===== src/rtl/axil_timer_if.sv =====
// AXI-Lite bus bundle for the machine timer slave.
// master drives requests; slave returns ready/response channels.
interface axil_timer_if #(
  parameter int ADDR_WIDTH = 16,
  parameter int DATA_WIDTH = 32
);
  logic [ADDR_WIDTH-1:0]   awaddr;
  logic                    awvalid;
  logic                    awready;
  logic [DATA_WIDTH-1:0]   wdata;
  logic [DATA_WIDTH/8-1:0] wstrb;
  logic                    wvalid;
  logic                    wready;
  logic [1:0]              bresp;
  logic                    bvalid;
  logic                    bready;
  logic [ADDR_WIDTH-1:0]   araddr;
  logic                    arvalid;
  logic                    arready;
  logic [DATA_WIDTH-1:0]   rdata;
  logic [1:0]              rresp;
  logic                    rvalid;
  logic                    rready;

  modport master (
    output awaddr, awvalid, wdata, wstrb, wvalid, bready, araddr, arvalid, rready,
    input  awready, wready, bresp, bvalid, arready, rdata, rresp, rvalid
  );

  modport slave (
    input  awaddr, awvalid, wdata, wstrb, wvalid, bready, araddr, arvalid, rready,
    output awready, wready, bresp, bvalid, arready, rdata, rresp, rvalid
  );
endinterface


===== src/rtl/axil_timer.sv =====
// AXI-Lite RISC-V style 64-bit machine timer (mtime/mtimecmp) with a
// prescaler and a registered level interrupt.
module axil_timer #(
  parameter int ADDR_WIDTH     = 16,
  parameter int DATA_WIDTH     = 32,
  parameter int PRESCALE_WIDTH = 16
) (
  input  logic       clk,
  input  logic       rst,
  axil_timer_if.slave s_axil,
  output logic       timer_irq
);

  localparam logic [2:0] REG_CTRL     = 3'd0;
  localparam logic [2:0] REG_PRESCALE = 3'd1;
  localparam logic [2:0] REG_MTIME_LO = 3'd2;
  localparam logic [2:0] REG_MTIME_HI = 3'd3;
  localparam logic [2:0] REG_CMP_LO   = 3'd4;
  localparam logic [2:0] REG_CMP_HI   = 3'd5;
  localparam logic [2:0] REG_STATUS   = 3'd6;
  localparam logic [2:0] REG_UNMAPPED = 3'd7;

  localparam logic [1:0] RESP_OKAY   = 2'b00;
  localparam logic [1:0] RESP_SLVERR = 2'b10;

  localparam logic [PRESCALE_WIDTH-1:0] CNT_ONE = PRESCALE_WIDTH'(1);

  logic                      en;
  logic                      ie;
  logic [PRESCALE_WIDTH-1:0] prescale;
  logic [PRESCALE_WIDTH-1:0] presc_cnt;
  logic [63:0]               mtime;
  logic [63:0]               mtimecmp;
  logic [31:0]               hi_shadow;
  logic                      bvalid;
  logic [1:0]                bresp;
  logic                      rvalid;
  logic [DATA_WIDTH-1:0]     rdata;
  logic [1:0]                rresp;
  logic                      irq;

  logic                      en_next;
  logic                      ie_next;
  logic [PRESCALE_WIDTH-1:0] prescale_next;
  logic [PRESCALE_WIDTH-1:0] cnt_next;
  logic [63:0]               mtime_next;
  logic [63:0]               cmp_next;
  logic [DATA_WIDTH-1:0]     rd_word;
  logic [1:0]                rd_resp;

  logic       wr_fire;
  logic       rd_fire;
  logic [2:0] wr_idx;
  logic [2:0] rd_idx;
  logic       tick;
  logic       cmp_hit;
  logic [63:0] mtime_ticked;
  logic        unused_addr_bits;

  function automatic logic [31:0] merge_bytes(input logic [31:0] old_val,
                                              input logic [31:0] new_val,
                                              input logic [3:0]  strb);
    logic [31:0] merged;
    for (int i = 0; i < 4; i++) begin
      merged[i*8 +: 8] = strb[i] ? new_val[i*8 +: 8] : old_val[i*8 +: 8];
    end
    return merged;
  endfunction

  // Ready outputs are gated by rst so they drop the moment reset asserts.
  assign wr_fire = s_axil.awvalid & s_axil.wvalid & ~bvalid & ~rst;
  assign rd_fire = s_axil.arvalid & ~rvalid & ~rst;

  assign s_axil.awready = wr_fire;
  assign s_axil.wready  = wr_fire;
  assign s_axil.arready = ~rvalid & ~rst;
  assign s_axil.bvalid  = bvalid;
  assign s_axil.bresp   = bresp;
  assign s_axil.rvalid  = rvalid;
  assign s_axil.rdata   = rdata;
  assign s_axil.rresp   = rresp;
  assign timer_irq      = irq;

  assign wr_idx = s_axil.awaddr[4:2];
  assign rd_idx = s_axil.araddr[4:2];

  assign unused_addr_bits = ^{s_axil.awaddr[ADDR_WIDTH-1:5], s_axil.awaddr[1:0],
                              s_axil.araddr[ADDR_WIDTH-1:5], s_axil.araddr[1:0]};

  assign tick         = en & (presc_cnt == prescale);
  assign mtime_ticked = mtime + {63'd0, tick};
  assign cmp_hit      = (mtime >= mtimecmp);

  // Software writes override only the strobed bytes of the already-ticked value.
  always_comb begin
    en_next       = en;
    ie_next       = ie;
    prescale_next = prescale;
    mtime_next    = mtime_ticked;
    cmp_next      = mtimecmp;
    if (en) begin
      cnt_next = tick ? '0 : presc_cnt + CNT_ONE;
    end else begin
      cnt_next = presc_cnt;
    end

    if (wr_fire) begin
      case (wr_idx)
        REG_CTRL: begin
          if (s_axil.wstrb[0]) begin
            en_next = s_axil.wdata[0];
            ie_next = s_axil.wdata[1];
          end
          cnt_next = '0;
        end
        REG_PRESCALE: begin
          for (int b = 0; b < PRESCALE_WIDTH; b++) begin
            if (s_axil.wstrb[b/8]) begin
              prescale_next[b] = s_axil.wdata[b];
            end
          end
          cnt_next = '0;
        end
        REG_MTIME_LO: mtime_next[31:0]  = merge_bytes(mtime_ticked[31:0],  s_axil.wdata, s_axil.wstrb);
        REG_MTIME_HI: mtime_next[63:32] = merge_bytes(mtime_ticked[63:32], s_axil.wdata, s_axil.wstrb);
        REG_CMP_LO:   cmp_next[31:0]    = merge_bytes(mtimecmp[31:0],      s_axil.wdata, s_axil.wstrb);
        REG_CMP_HI:   cmp_next[63:32]   = merge_bytes(mtimecmp[63:32],     s_axil.wdata, s_axil.wstrb);
        default: ;
      endcase
    end
  end

  // Read mux samples pre-write state; MTIME_HI returns the shadow captured by the last LO read.
  always_comb begin
    rd_word = '0;
    rd_resp = RESP_OKAY;
    case (rd_idx)
      REG_CTRL:     rd_word = {30'd0, ie, en};
      REG_PRESCALE: rd_word = 32'(prescale);
      REG_MTIME_LO: rd_word = mtime[31:0];
      REG_MTIME_HI: rd_word = hi_shadow;
      REG_CMP_LO:   rd_word = mtimecmp[31:0];
      REG_CMP_HI:   rd_word = mtimecmp[63:32];
      REG_STATUS:   rd_word = {31'd0, cmp_hit};
      REG_UNMAPPED: rd_resp = RESP_SLVERR;
      default: ;
    endcase
  end

  always_ff @(posedge clk or posedge rst) begin
    if (rst) begin
      en        <= 1'b0;
      ie        <= 1'b0;
      prescale  <= '0;
      presc_cnt <= '0;
      mtime     <= 64'd0;
      mtimecmp  <= 64'hFFFF_FFFF_FFFF_FFFF;
      irq       <= 1'b0;
    end else begin
      en        <= en_next;
      ie        <= ie_next;
      prescale  <= prescale_next;
      presc_cnt <= cnt_next;
      mtime     <= mtime_next;
      mtimecmp  <= cmp_next;
      irq       <= ie & cmp_hit;
    end
  end

  always_ff @(posedge clk or posedge rst) begin
    if (rst) begin
      bvalid <= 1'b0;
      bresp  <= RESP_OKAY;
    end else if (wr_fire) begin
      bvalid <= 1'b1;
      bresp  <= (wr_idx == REG_UNMAPPED) ? RESP_SLVERR : RESP_OKAY;
    end else if (bvalid && s_axil.bready) begin
      bvalid <= 1'b0;
    end
  end

  // rdata/rresp only load on an AR handshake so they stay stable while rvalid waits.
  always_ff @(posedge clk or posedge rst) begin
    if (rst) begin
      rvalid    <= 1'b0;
      rdata     <= '0;
      rresp     <= RESP_OKAY;
      hi_shadow <= 32'd0;
    end else if (rd_fire) begin
      rvalid <= 1'b1;
      rdata  <= rd_word;
      rresp  <= rd_resp;
      if (rd_idx == REG_MTIME_LO) begin
        hi_shadow <= mtime[63:32];
      end
    end else if (rvalid && s_axil.rready) begin
      rvalid <= 1'b0;
    end
  end

endmodule


===== src/flat_wrapper.sv =====
// flat-port wrapper written by rule: the top's interface ports become plain ports
module axil_timer_flat 
#(
  parameter int ADDR_WIDTH     = 16,
  parameter int DATA_WIDTH     = 32,
  parameter int PRESCALE_WIDTH = 16
)
  (clk, rst, timer_irq, s_axil_awaddr, s_axil_awvalid, s_axil_wdata, s_axil_wstrb, s_axil_wvalid, s_axil_bready, s_axil_araddr, s_axil_arvalid, s_axil_rready, s_axil_awready, s_axil_wready, s_axil_bresp, s_axil_bvalid, s_axil_arready, s_axil_rdata, s_axil_rresp, s_axil_rvalid);
  axil_timer_if #(.ADDR_WIDTH(ADDR_WIDTH), .DATA_WIDTH(DATA_WIDTH)) s_axil_i ();
  input  logic clk;
  input  logic rst;
  output logic timer_irq;
  input wire logic [$bits(s_axil_i.awaddr)-1:0] s_axil_awaddr;
  input wire logic [$bits(s_axil_i.awvalid)-1:0] s_axil_awvalid;
  input wire logic [$bits(s_axil_i.wdata)-1:0] s_axil_wdata;
  input wire logic [$bits(s_axil_i.wstrb)-1:0] s_axil_wstrb;
  input wire logic [$bits(s_axil_i.wvalid)-1:0] s_axil_wvalid;
  input wire logic [$bits(s_axil_i.bready)-1:0] s_axil_bready;
  input wire logic [$bits(s_axil_i.araddr)-1:0] s_axil_araddr;
  input wire logic [$bits(s_axil_i.arvalid)-1:0] s_axil_arvalid;
  input wire logic [$bits(s_axil_i.rready)-1:0] s_axil_rready;
  output wire logic [$bits(s_axil_i.awready)-1:0] s_axil_awready;
  output wire logic [$bits(s_axil_i.wready)-1:0] s_axil_wready;
  output wire logic [$bits(s_axil_i.bresp)-1:0] s_axil_bresp;
  output wire logic [$bits(s_axil_i.bvalid)-1:0] s_axil_bvalid;
  output wire logic [$bits(s_axil_i.arready)-1:0] s_axil_arready;
  output wire logic [$bits(s_axil_i.rdata)-1:0] s_axil_rdata;
  output wire logic [$bits(s_axil_i.rresp)-1:0] s_axil_rresp;
  output wire logic [$bits(s_axil_i.rvalid)-1:0] s_axil_rvalid;
  assign s_axil_i.awaddr = s_axil_awaddr;
  assign s_axil_i.awvalid = s_axil_awvalid;
  assign s_axil_i.wdata = s_axil_wdata;
  assign s_axil_i.wstrb = s_axil_wstrb;
  assign s_axil_i.wvalid = s_axil_wvalid;
  assign s_axil_i.bready = s_axil_bready;
  assign s_axil_i.araddr = s_axil_araddr;
  assign s_axil_i.arvalid = s_axil_arvalid;
  assign s_axil_i.rready = s_axil_rready;
  assign s_axil_awready = s_axil_i.awready;
  assign s_axil_wready = s_axil_i.wready;
  assign s_axil_bresp = s_axil_i.bresp;
  assign s_axil_bvalid = s_axil_i.bvalid;
  assign s_axil_arready = s_axil_i.arready;
  assign s_axil_rdata = s_axil_i.rdata;
  assign s_axil_rresp = s_axil_i.rresp;
  assign s_axil_rvalid = s_axil_i.rvalid;
  axil_timer #(.ADDR_WIDTH(ADDR_WIDTH), .DATA_WIDTH(DATA_WIDTH), .PRESCALE_WIDTH(PRESCALE_WIDTH)) u_core (.clk(clk), .rst(rst), .s_axil(s_axil_i), .timer_irq(timer_irq));
endmodule

===== config.mk =====
export PLATFORM = sky130hd
export DESIGN_NAME = axil_timer_flat
export DESIGN_NICKNAME = d
export VERILOG_FILES = /design/src/rtl/axil_timer_if.sv /design/src/rtl/axil_timer.sv /design/src/flat_wrapper.sv
export SDC_FILE = /design/constraint.sdc
export NUM_CORES = 1
export LEC_CHECK = 0
export BUFFER_PORTS_ARGS = -buffer_cell sky130_fd_sc_hd__buf_2
export CAP_MARGIN = 20
export CORE_ASPECT_RATIO = 1.75
export CORE_UTILIZATION = 54
export CTS_BUF_LIST = sky130_fd_sc_hd__clkbuf_16
export CTS_CLUSTER_SIZE = 10
export DETAILED_ROUTE_END_ITERATION = 8
export PLACE_DENSITY = 0.82
export SETUP_SLACK_MARGIN = 0.15
export SYNTH_ARGS = -nofsm -noshare
export SYNTH_HDL_FRONTEND = slang
export SYNTH_SLANG_ARGS = --single-unit

===== constraint.sdc =====
create_clock -name clk -period 9.5 [get_ports clk]
set_clock_uncertainty 0.2 [all_clocks]
set_input_delay 1.425 -clock clk [delete_from_list [all_inputs] [get_ports clk]]
set_output_delay 1.425 -clock clk [all_outputs]
set_load 0.05 [all_outputs]

==> flow_summary.toml <==
[final_layout]
nNetsFinal = 1495
num-fill-cells = 1948
area_of_the_multi_input_gates_mm2 = 0.00638
antenna-diode-count = 0
layout-drive-gt1-share = 0.223
area_growth_pct = 11.5
sequential_cell_area_mm2 = 0.00586

[sta]
fin_hold_ws_ns = 0.274
final-setup-viol-count = 0
final.period_utilization = 0.496
max_slew.worst_pin.slew_ns = 1.06
fin_crit_ns = 4.71
unrepaired_setup_endpoints_after_global_routing = "false"
max_freq_ghz = 0.212
setup_tns_ns = 0
final-max-slew-violation-count = 0
report.final.hold_viol_count = 0
max_slew_margin = 0.295

[synthesis]
synth-seq-cells = 231
yosysWarningCount = 0
synth_simple_gate_area_frac = 0.137
synth_fa_ha_area_frac = 0.0655
synth_top_flop_cell = "sky130_fd_sc_hd__dfrtp_1"
postSynth.asyncResetShare = 1.00
count_of_flip_flops_with_a_built_in_enable_after_synthesis = 0
compound_gate_portion_of_the_synthesized_area = 0.117
syn_inst = 1279
synth.top_cell.area_share = 0.326
synth.top_cells.by_area = "sky130_fd_sc_hd__dfrtp_1 33%, sky130_fd_sc_hd__dfstp_2 13%, sky130_fd_sc_hd__mux2_2 9.7%"
syn_area_per_cell_um2 = 10.0
cell_taking_the_most_area_after_synthesis = "sky130_fd_sc_hd__dfrtp_1"
synth_area_mm2 = 0.0128
seq_area_frac_synth = 0.458
share_of_cell_area_taken_by_muxes_after_synthesis = 0.116
synthXorXnorAreaFrac = 0.0623
synth_cell_types = 55
synth_top_family_by_area = "simple AND/OR/NAND/NOR gates"

[clock_tree]
cts_hold_buf = 0
clockBufferDepth = 3
htreeDepth = 1
clock_insertion_delay_worst_skew_ns = 0.56
post_cts_resize_count = 0
cts_setup_buffers = 0
clk_transition_reported_paths_ns = 0.06
cts_inserted_buffers = 27
clockRootBuffer = "sky130_fd_sc_hd__clkbuf_16"
cts_tree = "yes"
cts_num_sinks = 231

[power]
power.density_mw_per_mm2 = 211
internal-power_mw = 1.98
switching_share = 0.342
p_leak_nw = 6.20
power.ir.vdd_worst_v = 0.000168
power.share.sequential = 0.448
comb_power_share = 0.247
pwr-share-clk = 0.306
netSwitchingPower_mw = 1.03

[worst_setup_path]
list_of_cells_traversed_by_the_critical_path = "buf_2, clkinvlp_4, nand4_1, inv_1, buf_2"
critical_path.startpoint_type = "primary input"
crit_buf_inv = 4
reg2reg_from = "u_core.presc_cnt[12]"
critical-path-slowest-cell = "sky130_fd_sc_hd__clkinvlp_4"
longest_individual_stage_delay_on_the_worst_path_ns = 0.55
worst-path-stages = 5
reg2regPathDepth = 12
worst_setup_path_end_kind = "output port"
path_max_fanout = 24
crit_family = "buffers and inverters"
path_common_cell = "sky130_fd_sc_hd__buf_2"
critPathKind = "primary input to output port"
arrival_ns = 3.09
worstSetupStartpoint = "rst"
critical_path_required_ns = 7.88

[floorplan]
start_util = 0.549
row_count = 74
boundaryPins = 117
dieArea_mm2 = 0.0244
design.core.area_mm2 = 0.0233
dieHeight_um = 206
fp.dieW_um = 118

[global_route]
antenna_found_initial = 1
globalRouteOverflowTotal = 0
grt_pass1_wl_mm = 56.6
number_of_global_route_vias_before_repair = 10636
maximum_number_of_pins_on_one_net_before_global_route_repair = 77
track_usage = 0.304

[detailed_routing]
postRouteAntennaNets = 0
drc = 0
drt_iter0_drc = 674
first_pass_iters = 7
post_drt_via_cell_ratio = 6.12
count_of_vias_placed_by_the_detailed_router = 10265
route.detailed.wl_per_inst_um = 21.7
postRouteWirelength_mm = 36.4

[min_path]
hold_class = "flip-flop to flip-flop"
timing.hold.worst.start = "u_core.s_axil.rdata[21]"
hold_depth = 2

[placed_design]
io_buffers = 88
dp_hpwl_mm = 26.3
gpl.final_weighted_congestion = 0.961

[status]
outcome = "finished, final reports clean"

[flow_run]
drv.max_cap_violation_count = 0
## synth_stat cells (all sizes together) (2+ instances only)
cell type and n:
a21o 5, a21oi 94, a221oi 21, a22o 23, a22oi 11, and2 8, and3 11, and3b 2
and4 4, buf 12, clkbuf 42, dfrtp 167, dfstp 64, ha 67, inv 92, mux2 110
mux2i 24, nand2 109, nand2b 4, nand3 33, nand3b 2, nand4 28, nor2 107, nor2b 3
nor3 29, nor3b 6, nor4 16, o211ai 2, o21a 8, o21ai 50, o221ai 12, o22ai 2
o31ai 2, or3 4, or4 2, xnor2 69, xor2 22
## logic make-up after synthesis
| family | Yosys count |
|---|---|
| AO/OA/AOI/OAI | 238 |
| XOR/XNOR | 91 |
| adder cells (fa/ha/maj) | 67 |
| buffers and inverters | 146 |
| flip-flops | 231 |
| multiplexers | 134 |
| other | 1 |
| AND/OR/NAND/NOR | 371 |
## metal layers
layer,part of all wire,up-vias,track usage
met5,0,-,0
met3,0.056,187,0.0455
li1,-,4664,-
met1,0.35,4957,0.317
met2,0.50,457,0.531
met4,0.095,0,0.274
## state kept, by name (all words and copies together) (netlist names)
signal	flops
u_core.mtime	64
u_core.mtimecmp	64
u_core.hi_shadow	32
u_core.s_axil.rdata	32
u_core.presc_cnt	16
u_core.prescale	16
u_core.en	1
u_core.ie	1
u_core.s_axil.bresp	1
u_core.s_axil.bvalid	1
u_core.s_axil.rresp	1
u_core.s_axil.rvalid	1
u_core.timer_irq	1
## layout make-up
type                            instances  share of cell area
Multi-Input combinational cell        903               0.447
Clock inverter                         23             0.00675
Inverter                               92              0.0245
Timing Repair Buffer                   98              0.0373
Tap cell                              304              0.0266
Sequential cell                       231               0.411
Clock buffer                           27              0.0473
## through the flow
step | cell area [um2] | total power, mW | instances | utilization | setup WS (ns)
3_5_place_dp | 13500 | 2.08 | 1627 | 0.578 | 4.83
5_1_grt | 14300 | 3.14 | 1678 | 0.612 | 4.68
2_1_floorplan | 12800 | 1.85 | 1280 | - | 1.83
6_report | 14300 | 3.01 | 1678 | 0.612 | 4.79
3_3_place_gp | 13500 | 2.04 | 1626 | 0.577 | 4.84
4_1_cts | 14200 | 3.00 | 1677 | 0.611 | 4.82
## path summary, 6_finish.rpt
kind | slack, ns | endpoint
worst min-delay path | 0.27 | u_core.s_axil.rdata[21]
worst max-delay path | 4.79 | s_axil_awready
worst min register to register | 0.27 | u_core.s_axil.rdata[21]
min in group asynchronous | 0.79 | u_core.s_axil.rvalid
worst max register to register | 5.08 | u_core.mtime[42]
max in group asynchronous | 6.08 | u_core.hi_shadow[11]
## power groups by stage
stage          registers [mW]  logic [mW]  clock network (mW)
3_3_place_gp             1.35       0.696                   0
4_1_cts                  1.34       0.735               0.926
6_report                 1.35       0.742               0.920
3_5_place_dp             1.36       0.726                   0
2_1_floorplan            1.40       0.449                   0
5_1_grt                  1.36       0.810               0.968
## worst register-to-register path: stages (launching register included)
cell	delay (ns)
sky130_fd_sc_hd__dfrtp_1	0.42
sky130_fd_sc_hd__xnor2_1	0.26
sky130_fd_sc_hd__nand4_1	0.13
sky130_fd_sc_hd__nor4_1	0.30
sky130_fd_sc_hd__nand3_1	0.20
sky130_fd_sc_hd__inv_1	0.16
sky130_fd_sc_hd__ha_1	0.21
sky130_fd_sc_hd__ha_1	0.30
sky130_fd_sc_hd__nand4_1	0.25
sky130_fd_sc_hd__nand4bb_1	0.92
sky130_fd_sc_hd__nor4_1	0.62
sky130_fd_sc_hd__xnor2_1	0.18
sky130_fd_sc_hd__a21oi_1	0.09
## placed cells by master, fill, tap and decap left out, types with 23 or more instances in the layout
cell type and count:
sky130_fd_sc_hd__a21oi_1 94, sky130_fd_sc_hd__nand4_1 27, sky130_fd_sc_hd__nor2_1 106, sky130_fd_sc_hd__mux2i_1 24, sky130_fd_sc_hd__ha_1 67, sky130_fd_sc_hd__inv_1 111
sky130_fd_sc_hd__buf_2 89, sky130_fd_sc_hd__o21ai_0 50, sky130_fd_sc_hd__a22o_1 23, sky130_fd_sc_hd__nand3_1 32, sky130_fd_sc_hd__dfrtp_1 167, sky130_fd_sc_hd__nor3_1 29
sky130_fd_sc_hd__xnor2_1 69, sky130_fd_sc_hd__dfstp_2 64, sky130_fd_sc_hd__clkbuf_16 27, sky130_fd_sc_hd__mux2_2 110, sky130_fd_sc_hd__nand2_1 109
Note: power is estimated with default switching activity, not from simulation.
